File: src/rtl/cnn3d_conv_pool_engine.sv
// rtl/cnn3d_conv_pool_engine.sv - sequential 3D conv + max-pool engine, single time-multiplexed MAC.
// Optional build macro CNN3D_RELU_EN: clamp conv results at zero before pooling.
module cnn3d_conv_pool_engine #(
    parameter int IMG_SIZE    = 6,
    parameter int FILT_SIZE   = 3,
    parameter int NUM_FILTERS = 3,
    parameter int POOL_SIZE   = 2,
    parameter int DATA_W      = 8,
    parameter int ACC_W       = 24,
    parameter int OUT_W       = 16,
    localparam int CONV_SIZE  = IMG_SIZE - FILT_SIZE + 1,
    localparam int POOL_OUT   = CONV_SIZE / POOL_SIZE,
    localparam int IMG_VOX    = IMG_SIZE ** 3,
    localparam int WGT_VOX    = NUM_FILTERS * (FILT_SIZE ** 3),
    localparam int ADDR_W     = $clog2((IMG_VOX > WGT_VOX) ? IMG_VOX : WGT_VOX),
    localparam int FILT_W     = (NUM_FILTERS > 1) ? $clog2(NUM_FILTERS) : 1,
    localparam int IDX_W      = ((POOL_OUT ** 3) > 1) ? $clog2(POOL_OUT ** 3) : 1
) (
    input  logic              clk,
    input  logic              reset,
    input  logic              ld_valid,
    input  logic              ld_sel,
    input  logic [ADDR_W-1:0] ld_addr,
    input  logic [DATA_W-1:0] ld_data,
    input  logic              start,
    output logic              busy,
    output logic              done,
    output logic              out_valid,
    input  logic              out_ready,
    output logic [OUT_W-1:0]  out_data,
    output logic [FILT_W-1:0] out_filter,
    output logic [IDX_W-1:0]  out_index
);

    localparam int F3    = FILT_SIZE ** 3;
    localparam int IA_W  = (IMG_VOX > 1) ? $clog2(IMG_VOX) : 1;
    localparam int WA_W  = (WGT_VOX > 1) ? $clog2(WGT_VOX) : 1;
    localparam int CW    = $clog2(IMG_SIZE + 1);
    localparam int PO_M1 = (POOL_OUT > 0) ? POOL_OUT - 1 : 0;
    localparam bit EMPTY = (POOL_OUT == 0);

    localparam logic signed [ACC_W-1:0] SAT_HI = {{(ACC_W-OUT_W+1){1'b0}}, {(OUT_W-1){1'b1}}};
    localparam logic signed [ACC_W-1:0] SAT_LO = {{(ACC_W-OUT_W+1){1'b1}}, {(OUT_W-1){1'b0}}};
`ifdef CNN3D_RELU_EN
    localparam logic signed [OUT_W-1:0] MAX_INIT = '0;
`else
    localparam logic signed [OUT_W-1:0] MAX_INIT = {1'b1, {(OUT_W-1){1'b0}}};
`endif

    typedef enum logic [2:0] {S_IDLE, S_MAC, S_FOLD, S_OUT, S_DONE} state_t;
    state_t r_state, w_next;

    logic signed [DATA_W-1:0] r_img [IMG_VOX];
    logic signed [DATA_W-1:0] r_wgt [WGT_VOX];

    logic [CW-1:0]            r_kx, r_ky, r_kz, r_dx, r_dy, r_dz, r_px, r_py, r_pz;
    logic [FILT_W-1:0]        r_f;
    logic signed [ACC_W-1:0]  r_acc;
    logic signed [OUT_W-1:0]  r_max;
    logic                     r_out_valid;
    logic signed [OUT_W-1:0]  r_out_data;
    logic [FILT_W-1:0]        r_out_filter;
    logic [IDX_W-1:0]         r_out_index;

    logic                     w_tap_first, w_tap_last, w_win_first, w_win_last, w_all_last;
    logic [IA_W-1:0]          w_ix, w_iy, w_iz, w_img_addr;
    logic [WA_W-1:0]          w_wgt_addr;
    logic signed [DATA_W-1:0] w_pix, w_wgt;
    logic signed [2*DATA_W-1:0] w_prod;
    logic signed [ACC_W-1:0]  w_prod_ext;
    logic signed [OUT_W-1:0]  w_sat, w_fold_val, w_max_base, w_max_new;
    logic [IDX_W-1:0]         w_out_index;

    assign w_tap_first = (r_kx == '0) && (r_ky == '0) && (r_kz == '0);
    assign w_tap_last  = (r_kx == CW'(FILT_SIZE-1)) && (r_ky == CW'(FILT_SIZE-1))
                      && (r_kz == CW'(FILT_SIZE-1));
    assign w_win_first = (r_dx == '0) && (r_dy == '0) && (r_dz == '0);
    assign w_win_last  = (r_dx == CW'(POOL_SIZE-1)) && (r_dy == CW'(POOL_SIZE-1))
                      && (r_dz == CW'(POOL_SIZE-1));
    assign w_all_last  = (r_px == CW'(PO_M1)) && (r_py == CW'(PO_M1)) && (r_pz == CW'(PO_M1))
                      && (r_f == FILT_W'(NUM_FILTERS-1));

    // Image coordinate = pool origin + window offset + kernel tap.
    assign w_ix = IA_W'(r_px) * IA_W'(POOL_SIZE) + IA_W'(r_dx) + IA_W'(r_kx);
    assign w_iy = IA_W'(r_py) * IA_W'(POOL_SIZE) + IA_W'(r_dy) + IA_W'(r_ky);
    assign w_iz = IA_W'(r_pz) * IA_W'(POOL_SIZE) + IA_W'(r_dz) + IA_W'(r_kz);
    assign w_img_addr = w_iz * IA_W'(IMG_SIZE*IMG_SIZE) + w_iy * IA_W'(IMG_SIZE) + w_ix;
    assign w_wgt_addr = WA_W'(r_f) * WA_W'(F3) + WA_W'(r_kz) * WA_W'(FILT_SIZE*FILT_SIZE)
                      + WA_W'(r_ky) * WA_W'(FILT_SIZE) + WA_W'(r_kx);

    assign w_pix      = r_img[w_img_addr];
    assign w_wgt      = r_wgt[w_wgt_addr];
    assign w_prod     = w_pix * w_wgt;
    assign w_prod_ext = {{(ACC_W-2*DATA_W){w_prod[2*DATA_W-1]}}, w_prod};

    always_comb begin
        w_sat = r_acc[OUT_W-1:0];
        if (r_acc > SAT_HI) begin
            w_sat = SAT_HI[OUT_W-1:0];
        end else if (r_acc < SAT_LO) begin
            w_sat = SAT_LO[OUT_W-1:0];
        end
    end

`ifdef CNN3D_RELU_EN
    assign w_fold_val = w_sat[OUT_W-1] ? '0 : w_sat;
`else
    assign w_fold_val = w_sat;
`endif

    assign w_max_base  = w_win_first ? MAX_INIT : r_max;
    assign w_max_new   = (w_fold_val > w_max_base) ? w_fold_val : w_max_base;
    assign w_out_index = IDX_W'(r_pz) * IDX_W'(POOL_OUT*POOL_OUT)
                       + IDX_W'(r_py) * IDX_W'(POOL_OUT) + IDX_W'(r_px);

    always_ff @(posedge clk or posedge reset) begin
        if (reset) begin
            r_state <= S_IDLE;
        end else begin
            r_state <= w_next;
        end
    end

    always_comb begin
        w_next = r_state;
        busy   = 1'b0;
        done   = 1'b0;
        case (r_state)
            S_IDLE: begin
                if (start) begin
                    w_next = S_MAC;
                end
            end
            S_MAC: begin
                busy = 1'b1;
                if (EMPTY) begin
                    w_next = S_DONE;
                end else if (w_tap_last) begin
                    w_next = S_FOLD;
                end
            end
            S_FOLD: begin
                busy   = 1'b1;
                w_next = w_win_last ? S_OUT : S_MAC;
            end
            S_OUT: begin
                busy = 1'b1;
                if (r_out_valid && out_ready) begin
                    w_next = w_all_last ? S_DONE : S_MAC;
                end
            end
            S_DONE: begin
                done   = 1'b1;
                w_next = S_IDLE;
            end
            default: w_next = S_IDLE;
        endcase
    end

    always_ff @(posedge clk or posedge reset) begin
        if (reset) begin
            r_kx <= '0; r_ky <= '0; r_kz <= '0;
            r_dx <= '0; r_dy <= '0; r_dz <= '0;
            r_px <= '0; r_py <= '0; r_pz <= '0;
            r_f          <= '0;
            r_acc        <= '0;
            r_max        <= '0;
            r_out_valid  <= 1'b0;
            r_out_data   <= '0;
            r_out_filter <= '0;
            r_out_index  <= '0;
        end else begin
            case (r_state)
                S_IDLE: begin
                    if (start) begin
                        r_kx <= '0; r_ky <= '0; r_kz <= '0;
                        r_dx <= '0; r_dy <= '0; r_dz <= '0;
                        r_px <= '0; r_py <= '0; r_pz <= '0;
                        r_f  <= '0;
                    end
                end
                S_MAC: begin
                    r_acc <= w_tap_first ? w_prod_ext : r_acc + w_prod_ext;
                    if (r_kx == CW'(FILT_SIZE-1)) begin
                        r_kx <= '0;
                        if (r_ky == CW'(FILT_SIZE-1)) begin
                            r_ky <= '0;
                            r_kz <= (r_kz == CW'(FILT_SIZE-1)) ? '0 : r_kz + CW'(1);
                        end else begin
                            r_ky <= r_ky + CW'(1);
                        end
                    end else begin
                        r_kx <= r_kx + CW'(1);
                    end
                end
                S_FOLD: begin
                    r_max <= w_max_new;
                    if (r_dx == CW'(POOL_SIZE-1)) begin
                        r_dx <= '0;
                        if (r_dy == CW'(POOL_SIZE-1)) begin
                            r_dy <= '0;
                            r_dz <= (r_dz == CW'(POOL_SIZE-1)) ? '0 : r_dz + CW'(1);
                        end else begin
                            r_dy <= r_dy + CW'(1);
                        end
                    end else begin
                        r_dx <= r_dx + CW'(1);
                    end
                end
                S_OUT: begin
                    // First OUT cycle registers the result; the rest hold until accepted.
                    if (!r_out_valid) begin
                        r_out_valid  <= 1'b1;
                        r_out_data   <= r_max;
                        r_out_filter <= r_f;
                        r_out_index  <= w_out_index;
                    end else if (out_ready) begin
                        r_out_valid <= 1'b0;
                        if (r_px == CW'(PO_M1)) begin
                            r_px <= '0;
                            if (r_py == CW'(PO_M1)) begin
                                r_py <= '0;
                                if (r_pz == CW'(PO_M1)) begin
                                    r_pz <= '0;
                                    r_f  <= (r_f == FILT_W'(NUM_FILTERS-1)) ? '0 : r_f + FILT_W'(1);
                                end else begin
                                    r_pz <= r_pz + CW'(1);
                                end
                            end else begin
                                r_py <= r_py + CW'(1);
                            end
                        end else begin
                            r_px <= r_px + CW'(1);
                        end
                    end
                end
                default: ;
            endcase
        end
    end

    // Memories are deliberately outside the reset domain so contents survive a reset.
    always_ff @(posedge clk) begin
        if (ld_valid && (r_state == S_IDLE)) begin
            if (!ld_sel && (int'(ld_addr) < IMG_VOX)) begin
                r_img[ld_addr[IA_W-1:0]] <= ld_data;
            end
            if (ld_sel && (int'(ld_addr) < WGT_VOX)) begin
                r_wgt[ld_addr[WA_W-1:0]] <= ld_data;
            end
        end
    end

    assign out_valid  = r_out_valid;
    assign out_data   = r_out_data;
    assign out_filter = r_out_filter;
    assign out_index  = r_out_index;

endmodule

File: config.mk
export PLATFORM = sky130hd
export DESIGN_NAME = cnn3d_conv_pool_engine
export DESIGN_NICKNAME = d
export VERILOG_FILES = /design/src/rtl/cnn3d_conv_pool_engine.sv
export SDC_FILE = /design/constraint.sdc
export NUM_CORES = 2
export LEC_CHECK = 0
export CORE_MARGIN = 2
export CORE_UTILIZATION = 66
export CTS_BUF_LIST = sky130_fd_sc_hd__clkbuf_4 sky130_fd_sc_hd__clkbuf_8
export CTS_CLUSTER_DIAMETER = 120
export CTS_CLUSTER_SIZE = 24
export DETAILED_ROUTE_END_ITERATION = 8
export PLACE_DENSITY = 0.82
export REMOVE_ABC_BUFFERS = 1
export SLEW_MARGIN = 20
export SYNTH_ARGS = -nofsm -noshare
export SYNTH_HDL_FRONTEND = slang
export SYNTH_SLANG_ARGS = --single-unit
File: constraint.sdc
create_clock -name clk -period 13.2 [get_ports clk]
set_input_delay 2.64 -clock clk [delete_from_list [all_inputs] [get_ports clk]]
set_output_delay 2.64 -clock clk [all_outputs]
set_load 0.02 [all_outputs]
==> results.json <==
{
  "cts-buffers-inserted": 113,
  "synth_cells": 5044,
  "cts_max_level": 3,
  "ys_warn_count": 0,
  "ff2ff_path_depth": 45,
  "worst_pin_slew_ns": 1.15,
  "cts_setup_buffers": 0,
  "skew_ns": 0.0452,
  "worstSetupStartpointType": "flip-flop",
  "slew_headroom_pct": 22.9,
  "ant_nets": 0,
  "clk_latency_ns": 0.93,
  "yosysTopAreaCellShare_pct": 70.0,
  "dieWidth_um": 397,
  "via_per_inst": 7.11,
  "grt_pass1_vias": 49700,
  "synth_area_per_cell_um2": 20.2,
  "synth-edff-count": 2376,
  "drive_above_1_share_pct": 20.9,
  "grt_use_total_pct": 30.0,
  "grt_antenna_before_repair": 7,
  "synth_top_area_cell": "edfxtp_1",
  "cp.required_ns": 14.05,
  "period_minus_slack_ns": 12.53,
  "die_h_um": 397,
  "gp_congestion": 0.873,
  "cts_max_path_buffers": 3,
  "path_class": "reg -> reg",
  "hold-path-cell-count": 1,
  "core_mm2": 0.154,
  "whs_endpoint": "out_data[2]$_DFFE_PP0P_",
  "cts_root_buffer": "clkbuf_8",
  "drv_slew": 0,
  "layout.nets": 5293,
  "worst-endpoint-arrival_ns": 13.37,
  "grt_max_degree": 167,
  "clk_pin_slew_ns": 0.15,
  "async_reset_ff_share_pct": 3.81,
  "wl_per_cell_um": 32.7,
  "end_kind": "flip-flop",
  "hold_viol": 0,
  "ios": 46,
  "dp_hpwl_mm": 150,
  "initial_core_util_pct": 66.3,
  "wirelength_mm": 233,
  "io_buffers": 45,
  "hp-class": "reg -> reg",
  "setup_viol": 0,
  "fmax_mhz": 79.8,
  "cpLargestDelayFamily": "adder cells",
  "route.vias.total": 50800,
  "hp-start": "out_data[2]$_DFFE_PP0P_",
  "r2r_end": "r_acc[22]$_DFFE_PP0P_",
  "grt_pass1_wl_mm": 341,
  "r2r-start": "r_py[0]$_DFFE_PP0P_",
  "fillerInstances": 8878,
  "critPathMaxFanout": 31,
  "synth_seq_cells": 2470,
  "final.period_utilization_pct": 94.9,
  "fp-row-count": 144,
  "regToRegSetupSlack_ns": 0.67,
  "final_core_util_pct": 69.5,
  "drt_iter0_markers": 7483,
  "critPathMaxStageDelay_ns": 0.66,
  "slowest_stage": "fa_2",
  "area_delta_synth_final_pct": 4.73,
  "outcome": "complete, no violations",
  "synth_cell_type_count": 77,
  "crit_buf_inv": 10,
  "synth_area_mm2": 0.102,
  "cts_tree": "yes",
  "dieArea_mm2": 0.158,
  "timing.max_cap.violations": 0,
  "drt-pass1-iter-count": 6,
  "cts.sink_count": 2470,
  "drc": 0,
  "ys.flop_type": "edfxtp_1",
  "synth.top_cells.by_area": "edfxtp_1 70%, mux4_2 16%, dfrtp_1 2.3%, fa_1 1.6%, nor2_1 1.6%",
  "gr-total-overflow": 0,
  "yosysSeqAreaShare_pct": 72.3
}
[metal layers]
layer,track usage (%),part of all wire (%),vias up
met1,44.9,37,26600
li1,-,-,20400
met3,6.18,12,419
met5,0,0.019,-
met2,46.2,48,3412
met4,8.56,3.1,6
[Yosys cell counts (23+ instances only)]
cell / number
a21o_1: 30
a21oi_1: 85
buf_2: 56
buf_4: 23
clkbuf_1: 134
dfrtp_1: 94
edfxtp_1: 2376
fa_1: 83
ha_1: 120
inv_1: 135
mux2_2: 24
mux2i_1: 36
mux4_2: 722
nand2_1: 164
nand3_1: 40
nor2_1: 436
nor2b_1: 28
o21ai_0: 61
xnor2_1: 45
[metrics by stage]
step | setup WS, ns | TNS [ns] | hold slack [ns] | std cells | cell area, um^2
after floorplan | -11.36 | -236.28 | 0.474 | 4793 | 101000
after global placement | 0.477 | 0 | 0.489 | 6997 | 105000
after detailed placement | 0.303 | 0 | 0.494 | 6997 | 105000
after CTS | 0.240 | 0 | 0.525 | 7139 | 107000
after global routing | -0.0221 | -0.0396 | 0.546 | 7140 | 107000
final | 0.674 | 0 | 0.523 | 7146 | 107000
[layout make-up]
cell class | instances | area (um^2) | area share, %
clock inverters | 9 | 97.6 | 0.0914
well taps | 2044 | 2560 | 2.40
inverters | 137 | 529 | 0.496
multi-input cells | 2186 | 26600 | 24.9
repair buffers | 160 | 1570 | 1.47
clock buffers | 133 | 1710 | 1.60
flip-flops and latches | 2470 | 73700 | 69.0
diodes | 7 | 17.5 | 0.0164
[layout by cell type, fill, tap and decap left out, drive strengths merged, types with 83 or more instances in the layout]
cell type / n
edfxtp: 2376
mux4: 722
nor2: 436
nand2: 164
inv: 142
clkbuf: 133
buf: 123
ha: 120
dfrtp: 94
a21oi: 88
fa: 83
[logic make-up after synthesis]
group                    after synthesis  synth area share, %
AO/OA/AOI/OAI                        368                 2.44
XOR/XNOR                              62                0.546
adder cells (fa/ha/maj)              203                 3.10
buffers and inverters                388                 1.80
flip-flops                          2470                 72.3
multiplexers                         783                 16.6
AND/OR/NAND/NOR                      770                 3.22
[state kept, by name (all words and copies together) (netlist names), 16 cells and up]
name,count
r_img,1728
r_wgt,648
r_acc,24
out_data,16
r_max,16
[worst reg2reg max path, delay by kind of cell (launching register included)]
family / cells / cell delay, ns
AOI/OAI and AO/OA: 10 / 2.55
xor gates and xnor gates: 1 / 0.23
adders and majority gates: 15 / 6.38
buffers and inverters: 10 / 1.00
DFF: 1 / 0.44
muxes: 2 / 0.81
and+or+nand+nor: 7 / 1.01
[worst max path at each step]
stage | slack (ns) | from | end | cells after the start
6_report | 0.67 | r_py[0]$_DFFE_PP0P_ | r_acc[22]$_DFFE_PP0P_ | 45
3_5_place_dp | 0.30 | r_py[0]$_DFFE_PP0P_ | r_acc[22]$_DFFE_PP0P_ | 44
5_1_grt | -0.02 | r_py[0]$_DFFE_PP0P_ | r_acc[22]$_DFFE_PP0P_ | 45
4_1_cts | 0.24 | r_py[0]$_DFFE_PP0P_ | r_acc[22]$_DFFE_PP0P_ | 44
2_1_floorplan | -11.36 | r_kx[0]$_DFFE_PP0P_ | r_acc[23]$_DFFE_PP0P_ | 30
3_3_place_gp | 0.48 | r_py[0]$_DFFE_PP0P_ | r_acc[19]$_DFFE_PP0P_ | 44
[what timing repair did]
| action | 4_1_cts | 5_1_grt |
|---|---|---|
| gates resized for setup | 0 | 11 |
| endpoints found under the setup margin | 0 | 9 |
| hold buffers | 0 | 0 |
Power is left out: the tool's default activity adds up to more than one toggle a clock period on the data nets, which glitch-free logic cannot reach.
